File: src/rtl/pwm_capture.sv
// pwm_capture: eight-channel PWM period / high-time measurement.
// Each channel synchronises its input, detects edges, runs a saturating
// cycle counter restarted on every rising edge, and reports the period and
// high time between successive rising edges. A channel that sees no rising
// edge for TIMEOUT cycles falls back to IDLE and drops its present flag.
module pwm_capture #(
  parameter int unsigned NCH     = 8,
  parameter int unsigned CW      = 32,
  parameter logic [31:0] TIMEOUT = 32'd4_000_000
) (
  input  logic              clk,
  input  logic              rst,
  input  logic [NCH-1:0]    pin,
  output logic [NCH*CW-1:0] period,
  output logic [NCH*CW-1:0] high,
  output logic [NCH-1:0]    valid,
  output logic [NCH-1:0]    present
);

  typedef enum logic {
    IDLE  = 1'b0,
    ARMED = 1'b1
  } state_e;

  localparam logic [CW-1:0] TO      = CW'(TIMEOUT);
  localparam logic [CW-1:0] CNT_ONE = CW'(1);

  logic [NCH-1:0] s1_q, s1_d;
  logic [NCH-1:0] s2_q, s2_d;
  logic [NCH-1:0] s3_q, s3_d;
  logic [NCH-1:0] rise, fall;

  logic [CW-1:0]  cnt_q [NCH];
  logic [CW-1:0]  cnt_d [NCH];
  logic [CW-1:0]  hl_q  [NCH];
  logic [CW-1:0]  hl_d  [NCH];
  logic [CW-1:0]  per_q [NCH];
  logic [CW-1:0]  per_d [NCH];
  logic [CW-1:0]  hi_q  [NCH];
  logic [CW-1:0]  hi_d  [NCH];
  state_e         state_q [NCH];
  state_e         state_d [NCH];
  logic [NCH-1:0] valid_q, valid_d;
  logic [NCH-1:0] present_q, present_d;

  // Synchroniser chain and edge detection, shared across all channels.
  always_comb begin
    s1_d = pin;
    s2_d = s1_q;
    s3_d = s2_q;
    rise = s2_q & ~s3_q;
    fall = ~s2_q & s3_q;
  end

  // Per-channel counter, high-time latch and IDLE/ARMED next-state logic.
  always_comb begin
    valid_d   = '0;
    present_d = present_q;
    for (int unsigned i = 0; i < NCH; i++) begin
      state_d[i] = state_q[i];
      per_d[i]   = per_q[i];
      hi_d[i]    = hi_q[i];
      hl_d[i]    = fall[i] ? cnt_q[i] : hl_q[i];
      if (rise[i]) begin
        cnt_d[i] = CNT_ONE;
      end else if (&cnt_q[i]) begin
        cnt_d[i] = cnt_q[i];
      end else begin
        cnt_d[i] = cnt_q[i] + CNT_ONE;
      end
      case (state_q[i])
        IDLE: begin
          if (rise[i]) begin
            state_d[i] = ARMED;
          end
        end
        ARMED: begin
          // A rise takes priority, so a period of exactly TO is still reported.
          if (rise[i]) begin
            per_d[i]     = cnt_q[i];
            hi_d[i]      = hl_q[i];
            valid_d[i]   = 1'b1;
            present_d[i] = 1'b1;
          end else if (cnt_q[i] >= TO) begin
            state_d[i]   = IDLE;
            present_d[i] = 1'b0;
          end
        end
        default: state_d[i] = IDLE;
      endcase
    end
  end

  // State registers with synchronous reset; a reset discards any partial measurement.
  always_ff @(posedge clk) begin
    if (rst) begin
      s1_q      <= '0;
      s2_q      <= '0;
      s3_q      <= '0;
      valid_q   <= '0;
      present_q <= '0;
      for (int unsigned i = 0; i < NCH; i++) begin
        cnt_q[i]   <= '0;
        hl_q[i]    <= '0;
        per_q[i]   <= '0;
        hi_q[i]    <= '0;
        state_q[i] <= IDLE;
      end
    end else begin
      s1_q      <= s1_d;
      s2_q      <= s2_d;
      s3_q      <= s3_d;
      valid_q   <= valid_d;
      present_q <= present_d;
      for (int unsigned i = 0; i < NCH; i++) begin
        cnt_q[i]   <= cnt_d[i];
        hl_q[i]    <= hl_d[i];
        per_q[i]   <= per_d[i];
        hi_q[i]    <= hi_d[i];
        state_q[i] <= state_d[i];
      end
    end
  end

  // Pack per-channel results onto the flat output buses.
  always_comb begin
    period  = '0;
    high    = '0;
    for (int unsigned i = 0; i < NCH; i++) begin
      period[i*CW +: CW] = per_q[i];
      high[i*CW +: CW]   = hi_q[i];
    end
    valid   = valid_q;
    present = present_q;
  end

endmodule

File: config.mk
export PLATFORM = sky130hd
export DESIGN_NAME = pwm_capture
export DESIGN_NICKNAME = d
export VERILOG_FILES = /design/src/rtl/pwm_capture.sv
export SDC_FILE = /design/constraint.sdc
export NUM_CORES = 2
export LEC_CHECK = 0
export ABC_CLOCK_PERIOD_IN_PS = 6100
export CORE_MARGIN = 1
export CORE_UTILIZATION = 30
export CTS_CLUSTER_DIAMETER = 150
export DETAILED_ROUTE_END_ITERATION = 7
export PLACE_DENSITY = 0.56
export SYNTH_ARGS = -nofsm -noshare
export SYNTH_HDL_FRONTEND = slang
export SYNTH_SLANG_ARGS = --single-unit
File: constraint.sdc
create_clock -name clk -period 6.1 [get_ports clk]
set_clock_uncertainty 0.1 [all_clocks]
set_input_delay 1.83 -clock clk [delete_from_list [all_inputs] [get_ports clk]]
set_output_delay 1.83 -clock clk [all_outputs]
set_load 0.01 [all_outputs]
# Word-level counts from Yosys, hierarchy flattened
# Memories as Yosys holds them, arrays and structs flattened.
# Cells that the tools add are included.
[totals] ramBits=1032 mem_count=5 ff_bits=40 out_inout_bits=528 in_bits=10 word_cells=271
[classes] muxes=147 n_lt_le_gt_ge=8 n_bitwise=52 reduce_logical=32 addsub=8
[memory_table] memory="cnt_q" depth=8 width=32 rd=8 rd_ports_with_merged_regs=0 write_ports=8 line_no="33" rtl="logic [CW-1:0] cnt_q [NCH];"
[memory_table] memory="hi_q" depth=8 width=32 rd=8 rd_ports_with_merged_regs=0 write_ports=8 line_no="39" rtl="logic [CW-1:0] hi_q [NCH];"
[memory_table] memory="hl_q" depth=8 width=32 rd=8 rd_ports_with_merged_regs=0 write_ports=8 line_no="35" rtl="logic [CW-1:0] hl_q [NCH];"
[memory_table] memory="per_q" depth=8 width=32 rd=8 rd_ports_with_merged_regs=0 write_ports=8 line_no="37" rtl="logic [CW-1:0] per_q [NCH];"
[memory_table] memory="state_q" depth=8 width=1 rd=8 rd_ports_with_merged_regs=0 write_ports=8 line_no="41" rtl="state_e state_q [NCH];"
[ops] operator="2-to-1 mux 32 bit" n=88
[ops] operator="adder 32 x 1 -> 32 bit, second input constant" n=8
[ops] operator="greater-or-equal comparator 32 x 22 -> 1 bit, second input constant" n=8
[ops] operator="AND reduction 32 bit" n=8
[ops] operator="2-to-1 mux 1 bit" n=51
[ops] operator="bitwise OR 1 bit" n=40
[ops] operator="AND 8 bit" n=2
[ops] operator="NOT 8 bit" n=2
[ops] operator="case mux 1 bit (2 select lines)" n=8
[ops] operator="AND reduction 2 bit" n=8
[ops] operator="nonzero test 2 bit" n=8
[ops] operator="OR reduction 2 bit" n=8
[ops] operator="NOT 1 bit" n=8

# Depth between registers and ports, before layout
[logic_depth] ltp_word=5 depth_mapped=10 ltp_nobuf=6

# Least setup slack after synthesis
# Ideal clock, no wire load.
[synth_timing] path_type="input-to-reg" startpoint="in rst" endpoint="mem state_q[0][0] (netlist name)" n_path_buf=4 setup_slack_ns=2.909 required_ns=5.872 setup_time_ns=0.128 path_stages=5 t_arrival_ns=2.963 path_cell_list="clkbuf_1 > clkbuf_1 > clkbuf_1 > buf_1 > nor2_1"
[synth_rtl] element="start, declared" line_no="12" rtl="input logic rst,"
[synth_rtl] element="end, declared" line_no="41"

==> run_results.csv <==
group,metric,value,unit
clock_network,cts_buffer_depth,3,
clock_network,htreeDepth,3,
drt,drt-wirelength-per-cell,17.4,um
synth,synth_top_area_frac,0.520,
synth,netlist_instances,5211,
drt,route.detailed.drc,0,
placed_design,detailedPlace.worstSlack,1.96,ns
sta,min_period,3.81,ns
drt,antenna_left,0,
die,ios,538,
sta,slew_headroom,0.194,
power,ir_drop,0.000210,V
die,rows,135,
synth,synth.net_count,5237,
drt,post_drt_via_cell_ratio,4.93,
setup_path,rr_worst_depth,6,
sta,finalSetupViolCount,0,
sta,worst_slack,2.29,ns
drt,vias,36509,
die,die-height,373,um
synth,yosysWarnings,0,
setup_path,end_kind,"primary output",
placed_design,place.gp.congestion,0.827,
setup_path,path_depth,1,
clock_network,cts_buffers,117,
synth,syn_area,0.0412,mm2
clock_network,cts_root_buf,"clkbuf_16",
clock_network,clk_pin_slew,0.06,ns
cells_and_area,synthToLayoutAreaGrowth,25.7,%
sta,fmax,262,MHz
clock_network,post_cts_buffers,0,
clock_network,cts_resized,0,
global_routing,grt_pass1_vias,34311,
sta,whs,0.338,ns
setup_path,required,4.17,ns
setup_path,crit_fanout,2,
placed_design,portBuffers,537,
run,maxCapViolations,0,
drt,drt-total-wl,129000,um
drt,firstDrtPassIters,6,
placed_design,dp_hpwl,87700,um
setup_path,crit_type,"reg2out",
cells_and_area,fin_nets,5542,
synth,syn_area_per_cell,7.92,um2
clock_network,cts.sinks,1072,
sta,finalMaxSlewViolations,0,
die,core_area,0.136,mm2
synth,synthTopCellsByArea,"dfxtp_1 (52%), nand2_1 (15%), a21oi_1 (11%)",
synth,synthDistinctLibCells,64,
sta,period_share,0.625,
die,die_w,373,um
global_routing,grt_use_total,0.179,
setup_path,crit_family,"buffers and inverters",
power,powerDensity,284,mW/mm2
sta,finalHoldViolations,0,
setup_path,critPathArrivalTime,1.88,ns
setup_path,crit_chain,"clkdlybuf4s50_1",
setup_path,slowest_delay,0.82,ns
cells_and_area,fin_area,0.0518,mm2
global_routing,gr-total-overflow,0,
synth,async_flop_share,0,
sta,worst_pin_slew,1.21,ns
status,status,"completed",
cells_and_area,drive_gt1_frac,0.0548,
drt,drtIter0Drc,2657,
sta,rsz0062_at_grt,"no",
worst_hold_path,hp-class,"reg2reg",
clock_network,cts-hold-fix-buffers,0,
clock_network,clk_latency,0.73,ns
synth,synth_edf_count,0,
die,dieArea,0.139,mm2
power,total_power,0.0147,W
die,initial_core_util,0.303,
synth,ys_seq_area_frac,0.520,
setup_path,critPathBufInv,1,
synth,ys_ff_latch,1072,
setup_path,crit_slowest_cell,"clkdlybuf4s50_1",
global_routing,grt_pass1_wl,200000,um
global_routing,grt_max_degree,156,
setup_path,crit_path_start_kind,"register",
clock_network,tritoncts,"done",
placed_design,dpl_cell_area,0.0478,mm2
synth,post-synth-top-area-cell,"dfxtp_1",
sta,timing.setup.tns,0,ns
worst_hold_path,whs_path_depth,1,
power,p_leak,16.5,nW
global_routing,antenna_found_initial,2,
synth,synth_flop_cell,"dfxtp_1",
==> cells by family (layout without fill, tap and decap cells) <==
group | after synthesis | in the layout | share of synthesized area
multiplexers | 10 | 10 | 0.00246
XOR/XNOR | 110 | 110 | 0.0234
adder cells (fa/ha/maj) | 16 | 16 | 0.00485
buffers and inverters | 448 | 855 | 0.0419
AND/OR/NAND/NOR | 2412 | 2412 | 0.256
AO/OA/AOI/OAI | 1143 | 1143 | 0.151
flip-flops | 1072 | 1072 | 0.520
other | 0 | 2 | 0
==> sequential cells by signal, summed over array words and instances (netlist names) <==
signal   cells
s2_q         8
hl_q       256
s1_q         8
s3_q         8
cnt_q      256
state_q      8
hi_q       256
per_q      256
valid        8
present      8
==> layer usage <==
| layer | vias up | global-route usage | share of wire |
|---|---|---|---|
| met3 | 171 | 0.0416 | 0.061 |
| met1 | 17355 | 0.234 | 0.45 |
| met2 | 813 | 0.285 | 0.46 |
| li1 | 18170 | - | - |
| met4 | 0 | 0.0678 | 0.029 |
| met5 | - | 0 | 0 |
==> path summary, 6_finish.rpt <==
| check | start | to | slack [ns] |
|---|---|---|---|
| setup / recovery | hi_q[0][65] | high[65] | 2.29 |
| hold / removal | s1_q[3] | s2_q[3] | 0.34 |
| setup reg to reg | cnt_q[1][1] | cnt_q[1][13] | 3.24 |
| hold reg to reg | s1_q[3] | s2_q[3] | 0.34 |
==> synthesized netlist by cell type (all sizes together), types with 31 or more instances <==
master,number
a21oi,897
dfxtp,1072
or3,73
o31ai,37
xnor2,79
nand3,92
and4,36
buf,68
inv,45
and3,31
nor2b,41
o21ai,71
nand4,77
nor4,50
xor2,31
nor2,168
nand2,1687
clkbuf,335
or4,63
==> layout make-up <==
class | count | area (um2)
Sequential cell | 1072 | 21500
Fill cell | 14016 | 84100
Multi-Input combinational cell | 3691 | 18100
Clock buffer | 168 | 3400
Clock inverter | 53 | 652
Tap cell | 1781 | 2230
Antenna cell | 2 | 5.00
Timing Repair Buffer | 589 | 5820
Inverter | 45 | 169
==> stage by stage <==
| stage | util | instances |
|---|---|---|
| 2_1_floorplan | - | 5211 |
| 3_3_place_gp | 0.351 | 7178 |
| 3_5_place_dp | 0.351 | 7178 |
| 4_1_cts | 0.381 | 7399 |
| 5_1_grt | 0.381 | 7400 |
| 6_report | 0.381 | 7401 |
==> power by group <==
group	internal [W]	switching [W]	total (W)
sequential	0.00703	0.0000359	0.00706
combinational	0.0000562	0.000218	0.000274
clock	0.00435	0.00303	0.00738
total	0.0114	0.00328	0.0147
==> cell usage in the layout (no fill, tap or decap), types with 16 or more instances in the layout <==
master and n:
a211oi_1 16, buf_4 48, xor2_1 31, nor3_1 26, and3_1 31, o211ai_1 19, ha_1 16, nor2_1 168
xnor2_1 79, nor2b_1 33, nand4_1 76, nand2_1 1679, clkbuf_16 117, inv_1 45, nor4_1 45, and2_1 17
clkinv_2 26, nand2b_1 22, o21ai_0 69, nand3_1 92, dfxtp_1 1072, or4_1 62, clkbuf_1 23, clkbuf_8 28
and4_1 36, o31ai_1 37, clkdlybuf4s50_1 536, a21oi_1 897, a31oi_1 27, or3_1 73
No activity file was read; power rests on OpenSTA's default activity.
